$ cat config.mk
export PLATFORM = sky130hd
export DESIGN_NAME = core_inst_sequencer
export DESIGN_NICKNAME = d
export VERILOG_FILES = /design/src/rtl/core_inst_sequencer.sv
export SDC_FILE = /design/constraint.sdc
export NUM_CORES = 1
export LEC_CHECK = 0
export BUFFER_PORTS_ARGS = -buffer_cell sky130_fd_sc_hd__buf_4
export CORE_ASPECT_RATIO = 2
export CORE_MARGIN = 2
export CORE_UTILIZATION = 44
export DETAILED_ROUTE_END_ITERATION = 6
export PLACE_DENSITY = 0.74
export SLEW_MARGIN = 10
export SYNTH_ARGS = -nofsm -noshare
export SYNTH_HDL_FRONTEND = slang
export SYNTH_SLANG_ARGS = --single-unit
$ cat constraint.sdc
create_clock -name clk -period 5.4 [get_ports clk]
set_clock_uncertainty 0.15 [all_clocks]
set_input_delay 0.54 -clock clk [delete_from_list [all_inputs] [get_ports clk]]
set_output_delay 0.54 -clock clk [all_outputs]
set_load 0.02 [all_outputs]
$ cat src/rtl/core_inst_sequencer.sv
// Instruction-word sequencer for one core compute pass: xmem fill, L0 load, execute, drain, accumulate.
// Optional DRAIN idle watchdog enabled by defining CORE_SEQ_TIMEOUT_EN.
module core_inst_sequencer #(
  parameter int ROW     = 8,
  parameter int L0_BW   = 8,
  parameter int ADDR_W  = 11,
  parameter int TIMEOUT = 1023
) (
  input  logic                    clk,
  input  logic                    reset,
  input  logic                    start,
  input  logic [ADDR_W-1:0]       cfg_xbase,
  input  logic [ADDR_W-1:0]       cfg_xlen,
  input  logic [ADDR_W-1:0]       cfg_pbase,
  input  logic [ADDR_W-1:0]       cfg_olen,
  input  logic                    cfg_kernel,
  input  logic                    cfg_acc,
  input  logic                    cfg_relu,
  input  logic                    in_valid,
  output logic                    in_ready,
  input  logic [L0_BW*ROW-1:0]    in_data,
  input  logic                    ofifo_valid,
  output logic [34:0]             inst,
  output logic [L0_BW*ROW-1:0]    d_xmem,
  output logic                    sfp_valid,
  output logic                    busy,
  output logic                    done,
  output logic                    err
);

  localparam int CW = ADDR_W + 1;
  localparam logic [34:0] IDLE_W = 35'h1_800C_0000;
  localparam logic [ADDR_W-1:0] A0 = '0;

  typedef enum logic [2:0] {
    S_IDLE, S_XWR, S_L0WR, S_EXEC, S_DRAIN, S_ACC, S_DONE
  } state_t;

  state_t            state;
  logic [CW-1:0]     cnt, rcnt;
  logic [ADDR_W-1:0] xbase_q, xlen_q, pbase_q, olen_q;
  logic              kernel_q, acc_q, relu_q;
  logic [CW-1:0]     xlen_c, olen_c, cnt_inc, rd_inc;
  logic [ADDR_W-1:0] xa, pa;
  logic              drain_rd, drain_wr;
  logic [1:0]        op;

  function automatic logic [34:0] word(
    input logic [6:0]        lo,
    input logic              xc,
    input logic              xw,
    input logic [ADDR_W-1:0] xad,
    input logic              pc,
    input logic              pw,
    input logic [ADDR_W-1:0] pad,
    input logic [1:0]        hi
  );
    word = {hi, pc, pw, pad, xc, xw, xad, lo};
  endfunction

  assign xlen_c   = {1'b0, xlen_q};
  assign olen_c   = {1'b0, olen_q};
  assign cnt_inc  = cnt + CW'(1);
  assign xa       = xbase_q + cnt[ADDR_W-1:0];
  assign pa       = pbase_q + cnt[ADDR_W-1:0];
  assign drain_rd = ofifo_valid && (rcnt < olen_c);
  // a read issued last cycle lands in pmem this cycle
  assign drain_wr = inst[6];
  assign rd_inc   = {{(CW-1){1'b0}}, drain_rd};
  assign op       = kernel_q ? 2'b01 : 2'b10;

`ifdef CORE_SEQ_TIMEOUT_EN
  localparam int TW = $clog2(TIMEOUT + 1);
  logic [TW-1:0] tcnt;
  logic          err_q;
  assign err = err_q;
`else
  assign err = 1'b0;
`endif

  always_ff @(posedge clk or negedge reset) begin
    if (!reset) begin
      state     <= S_IDLE;
      inst      <= IDLE_W;
      d_xmem    <= '0;
      in_ready  <= 1'b0;
      sfp_valid <= 1'b0;
      busy      <= 1'b0;
      done      <= 1'b0;
      cnt       <= '0;
      rcnt      <= '0;
      xbase_q   <= '0;
      xlen_q    <= '0;
      pbase_q   <= '0;
      olen_q    <= '0;
      kernel_q  <= 1'b0;
      acc_q     <= 1'b0;
      relu_q    <= 1'b0;
`ifdef CORE_SEQ_TIMEOUT_EN
      tcnt      <= '0;
      err_q     <= 1'b0;
`endif
    end else begin
      done      <= 1'b0;
      sfp_valid <= inst[33];
`ifdef CORE_SEQ_TIMEOUT_EN
      tcnt      <= '0;
`endif
      case (state)
        S_IDLE: begin
          inst <= IDLE_W;
          busy <= 1'b0;
          if (start) begin
            xbase_q  <= cfg_xbase;
            xlen_q   <= cfg_xlen;
            pbase_q  <= cfg_pbase;
            olen_q   <= cfg_olen;
            kernel_q <= cfg_kernel;
            acc_q    <= cfg_acc;
            relu_q   <= cfg_relu;
            busy     <= 1'b1;
            cnt      <= '0;
            rcnt     <= '0;
`ifdef CORE_SEQ_TIMEOUT_EN
            err_q    <= 1'b0;
`endif
            if (cfg_xlen != A0) begin
              state    <= S_XWR;
              in_ready <= 1'b1;
            end else if (cfg_olen != A0) begin
              state <= S_DRAIN;
            end else begin
              state <= S_DONE;
              done  <= 1'b1;
            end
          end
        end
        S_XWR: begin
          if (in_valid && in_ready) begin
            inst   <= word(7'd0, 1'b0, 1'b0, xa, 1'b1, 1'b1, A0, 2'b00);
            d_xmem <= in_data;
            if (cnt_inc == xlen_c) begin
              in_ready <= 1'b0;
              state    <= S_L0WR;
              cnt      <= '0;
            end else begin
              cnt <= cnt_inc;
            end
          end else begin
            inst <= IDLE_W;
          end
        end
        S_L0WR: begin
          if (cnt == xlen_c) begin
            inst  <= word(7'b0000100, 1'b1, 1'b1, A0, 1'b1, 1'b1, A0, 2'b00);
            state <= S_EXEC;
            cnt   <= '0;
          end else begin
            inst <= word({4'd0, cnt != '0, 2'b00}, 1'b0, 1'b1, xa,
                         1'b1, 1'b1, A0, 2'b00);
            cnt  <= cnt_inc;
          end
        end
        S_EXEC: begin
          if (cnt == xlen_c) begin
            inst <= IDLE_W;
            cnt  <= '0;
            rcnt <= '0;
            if (olen_q != A0) begin
              state <= S_DRAIN;
            end else begin
              state <= S_DONE;
              done  <= 1'b1;
            end
          end else begin
            inst <= word({4'b0001, 1'b0, op}, 1'b1, 1'b1, A0,
                         1'b1, 1'b1, A0, 2'b00);
            cnt  <= cnt_inc;
          end
        end
        S_DRAIN: begin
          if (cnt == olen_c) begin
            inst <= IDLE_W;
            cnt  <= '0;
            if (acc_q) begin
              state <= S_ACC;
            end else begin
              state <= S_DONE;
              done  <= 1'b1;
            end
          end
`ifdef CORE_SEQ_TIMEOUT_EN
          else if (!ofifo_valid && !drain_wr &&
                   tcnt == TW'(TIMEOUT - 1)) begin
            inst  <= IDLE_W;
            err_q <= 1'b1;
            done  <= 1'b1;
            state <= S_DONE;
          end
`endif
          else begin
            inst <= word({drain_rd, 6'd0}, 1'b1, 1'b1, A0, !drain_wr,
                         !drain_wr, drain_wr ? pa : A0, 2'b00);
            rcnt <= rcnt + rd_inc;
            if (drain_wr) cnt <= cnt_inc;
          end
`ifdef CORE_SEQ_TIMEOUT_EN
          tcnt <= ofifo_valid ? '0 : tcnt + TW'(1);
`endif
        end
        S_ACC: begin
          if (cnt == olen_c) begin
            inst  <= IDLE_W;
            done  <= 1'b1;
            state <= S_DONE;
          end else begin
            inst <= word(7'd0, 1'b1, 1'b1, A0, 1'b0, 1'b1, pa,
                         {relu_q, 1'b1});
            cnt  <= cnt_inc;
          end
        end
        S_DONE: begin
          inst  <= IDLE_W;
          busy  <= 1'b0;
          state <= S_IDLE;
        end
        default: state <= S_IDLE;
      endcase
    end
  end

endmodule

==> flow_summary.ini <==
[sta]
finalCritPeriodShare_pct = 60.7
tightest_slew_ns = 1.12
setup_viol = 0
finalHoldViolCount = 0
finalMaxSlewViolations = 0
rsz0062_at_grt = false
relSlewSlack_pct = 24.6
tns_ns = 0
layout_min_cycle_time_ns = 3.28
fmax_mhz = 305

[min_path]
hold_start = cfg_olen[6]
hold_class = primary input to flop
holdPathEnd = olen_q[6]
min_path_cells = 3

[place]
place_congestion = 0.912
place_hpwl_um = 18100
port_buffers = 216

[cells_and_area]
antennaDiodeCount = 0
drive_gt1_share_pct = 39.6
multi_input_area_mm2 = 0.00427
nets = 1133
area_growth_pct = 27.0
num-fill-cells = 1765
regArea_mm2 = 0.00438

[clock_network]
ctsRootBufferMaster = clkbuf_16
clkTransAtPathRegs_ns = 0.07
cts_sinks = 175
post_cts_buffers = 0
cts_buffers = 17
clockBufferDepth = 2
cts_tree = built
htree_num_levels = 4
cts_resized = 0
insertion_delay_ns = 0.45
ctsHoldBuffers = 1

[power_and_ir_drop]
p_comb_share_pct = 43.8
seqPwrFrac_pct = 34.9
pwr-share-clk_pct = 21.2
power.internal_w = 0.00401
power.switching_w = 0.00251
power_w = 0.00651
p_leak_nw = 5.39
swShare_pct = 38.5
cellPowerDensity_mw_per_mm2 = 570
ir_worst_vdd_uv = 375

[setup_path]
crit_path_max_incr_delay_ns = 0.97
r2r_setup_slack_ns = 2.12
r2r-end = cnt[3]
rr_startpoint = cnt[2]
cp_data_required_time_ns = 5.63
cp-start-kind = flop
reg2reg_depth = 8
critPathKind = flop to flop
critPathMaxFanout = 16
path_cells = nand3_1 -> nor3b_1 -> o311ai_0 -> a221oi_2 -> a41oi_2 -> nor2_4 -> nor2b_2 -> a22o_1
endpoint_kind = flop
slowest_stage = o311ai_0
arrival_ns = 3.51
cp_num_buf_inv = 0
path_delay_family = compound AO/OA/AOI/OAI gates

[yosys]
synth_xor_area_share_pct = 5.33
synth.top_cell.area_share_pct = 47.6
synth-simple-area-share_pct = 12.1
synthTopCellsByCount = dfrtp_1, mux2_2, nor2_1
seq_area_frac_synth_pct = 48.8
yosys-mux-area-fraction_pct = 12.7
synthCells = 780
ys_seq_elements = 175
synth.most_common_cell = dfrtp_1
synth-compound-area-share_pct = 11.8
netlist_area_mm2 = 0.00899
synth_flop_cell = dfrtp_1
synth_top_family_by_area = multiplexers
synth-async-reset-ratio_pct = 100
yosys-top-cells-area = dfrtp_1, mux2_2, ha_1
postSynthAreaPerCell_um2 = 11.5
synthAdderAreaFrac_pct = 5.32
netlist-cell-type-count = 73
yosys_warnings = 0
yosysTopAreaCell = dfrtp_1
synth-edff-count = 0

[flow_run]
max_cap_violations = 0

[route]
antenna_left = 0
drtPass1Iterations = 4
wl_per_cell_um = 18.9
via_per_inst = 5.47
drtIter0Drc = 282
drc = 0
totalWireLength_um = 23800
vias = 6883

[floorplan]
die_area_mm2 = 0.0217
die_x_um = 105
core.rowCount = 74
io_pins = 220
start_util_pct = 44.3
core_mm2 = 0.0203
die_h_um = 206

[status]
outcome = complete, no violations

[global_routing]
grtUsageTotal_pct = 22.8
antenna_found_initial = 0
grt_pass1_vias = 7108
overflow = 0
grt_max_degree = 103
grt_pass1_wl_um = 37500
[placed cells by master (no fill, tap or decap), types with 3 or more instances in the layout]
master,synthesis,routed
ha_1,35,35
nand2_1,40,40
dfstp_2,4,4
inv_6,0,4
nor2b_1,10,10
mux2_2,100,100
and3_1,7,7
conb_1,1,3
xor2_1,32,32
o41ai_1,3,3
and3_2,4,4
clkbuf_16,0,17
bufinv_16,0,5
inv_1,22,22
a21oi_1,23,23
a21o_1,11,11
nor4_2,4,4
nand3_1,18,18
nand3b_1,3,3
buf_4,8,219
nor3_1,17,15
nand4_1,5,5
nor2_1,52,52
a21boi_0,4,4
a22o_1,31,31
xnor2_1,19,19
nand2b_1,9,9
o22ai_1,3,3
a221o_1,4,4
nor4_1,11,11
o21ai_0,38,38
dfrtp_1,171,171
a31oi_1,8,8
[final cells by class]
cell class	count	area share [%]
Tap cell	266	2.92
Multi-Input combinational cell	542	37.4
Sequential cell	175	38.4
Timing Repair Buffer	222	14.8
Inverter	22	0.723
Clock buffer	17	3.73
Clock inverter	15	2.03
[worst register-to-register path: cells and delay by family (launching register included)]
family / cells / cell delay, ns
compound gates: 4 / 1.70
flops: 1 / 0.56
simple gates: 4 / 0.81
[metal layers]
metal | track usage, % | wire length [µm] | vias up
met1 | 22.4 | 7960 | 3367
li1 | - | - | 3192
met4 | 13.3 | 1340 | 0
met3 | 6.59 | 1630 | 58
met5 | 0 | 0 | -
met2 | 42.0 | 12900 | 266
[per-stage QoR]
stage / std cells / instance area (µm²) / hold WS, ns / setup slack, ns / util (%)
finish: 1259 / 11400 / 0.151 / 2.12 / 56.3
detailed placement: 1226 / 10700 / 0.298 / 2.26 / 53.0
CTS: 1259 / 11400 / 0.127 / 2.23 / 56.3
floorplan: 782 / 9000 / 0.0944 / 2.70 / -
global placement: 1226 / 10700 / 0.303 / 2.31 / 53.0
global route: 1259 / 11400 / 0.139 / 1.92 / 56.3
[how the worst max path moves through the flow]
stage	startpoint	end	slack (ns)	cells past startpoint
3_5_place_dp	cnt[1]	cnt[3]	2.26	9
4_1_cts	cnt[1]	cnt[3]	2.23	9
5_1_grt	cnt[2]	cnt[6]	1.92	8
6_report	cnt[2]	cnt[3]	2.12	8
2_1_floorplan	cnt[0]	inst[30]	2.70	10
3_3_place_gp	cnt[0]	inst[30]	2.31	10
[power groups by stage]
stage	clock (W)	sequential, W	combinational (W)
2_1_floorplan	0	0.00252	0.00161
3_3_place_gp	0	0.00227	0.00281
3_5_place_dp	0	0.00229	0.00287
4_1_cts	0.00142	0.00228	0.00288
5_1_grt	0.00147	0.00235	0.00310
6_report	0.00138	0.00227	0.00286
[flip-flops by register name, summed over array words and instances, names as in the netlist]
register / cells
d_xmem: 64
inst: 33
cnt: 12
rcnt: 12
olen_q: 11
pbase_q: 11
xbase_q: 11
xlen_q: 11
state: 3
acc_q: 1
busy: 1
done: 1
in_ready: 1
kernel_q: 1
relu_q: 1
sfp_valid: 1
[logic make-up after synthesis]
family,Yosys count
simple gates,200
flops,175
compound gates,147
mux,102
buf+inv,65
xor+xnor,53
fa+ha+maj,37
other cells,1
Note: power is estimated with default switching activity, not from simulation.
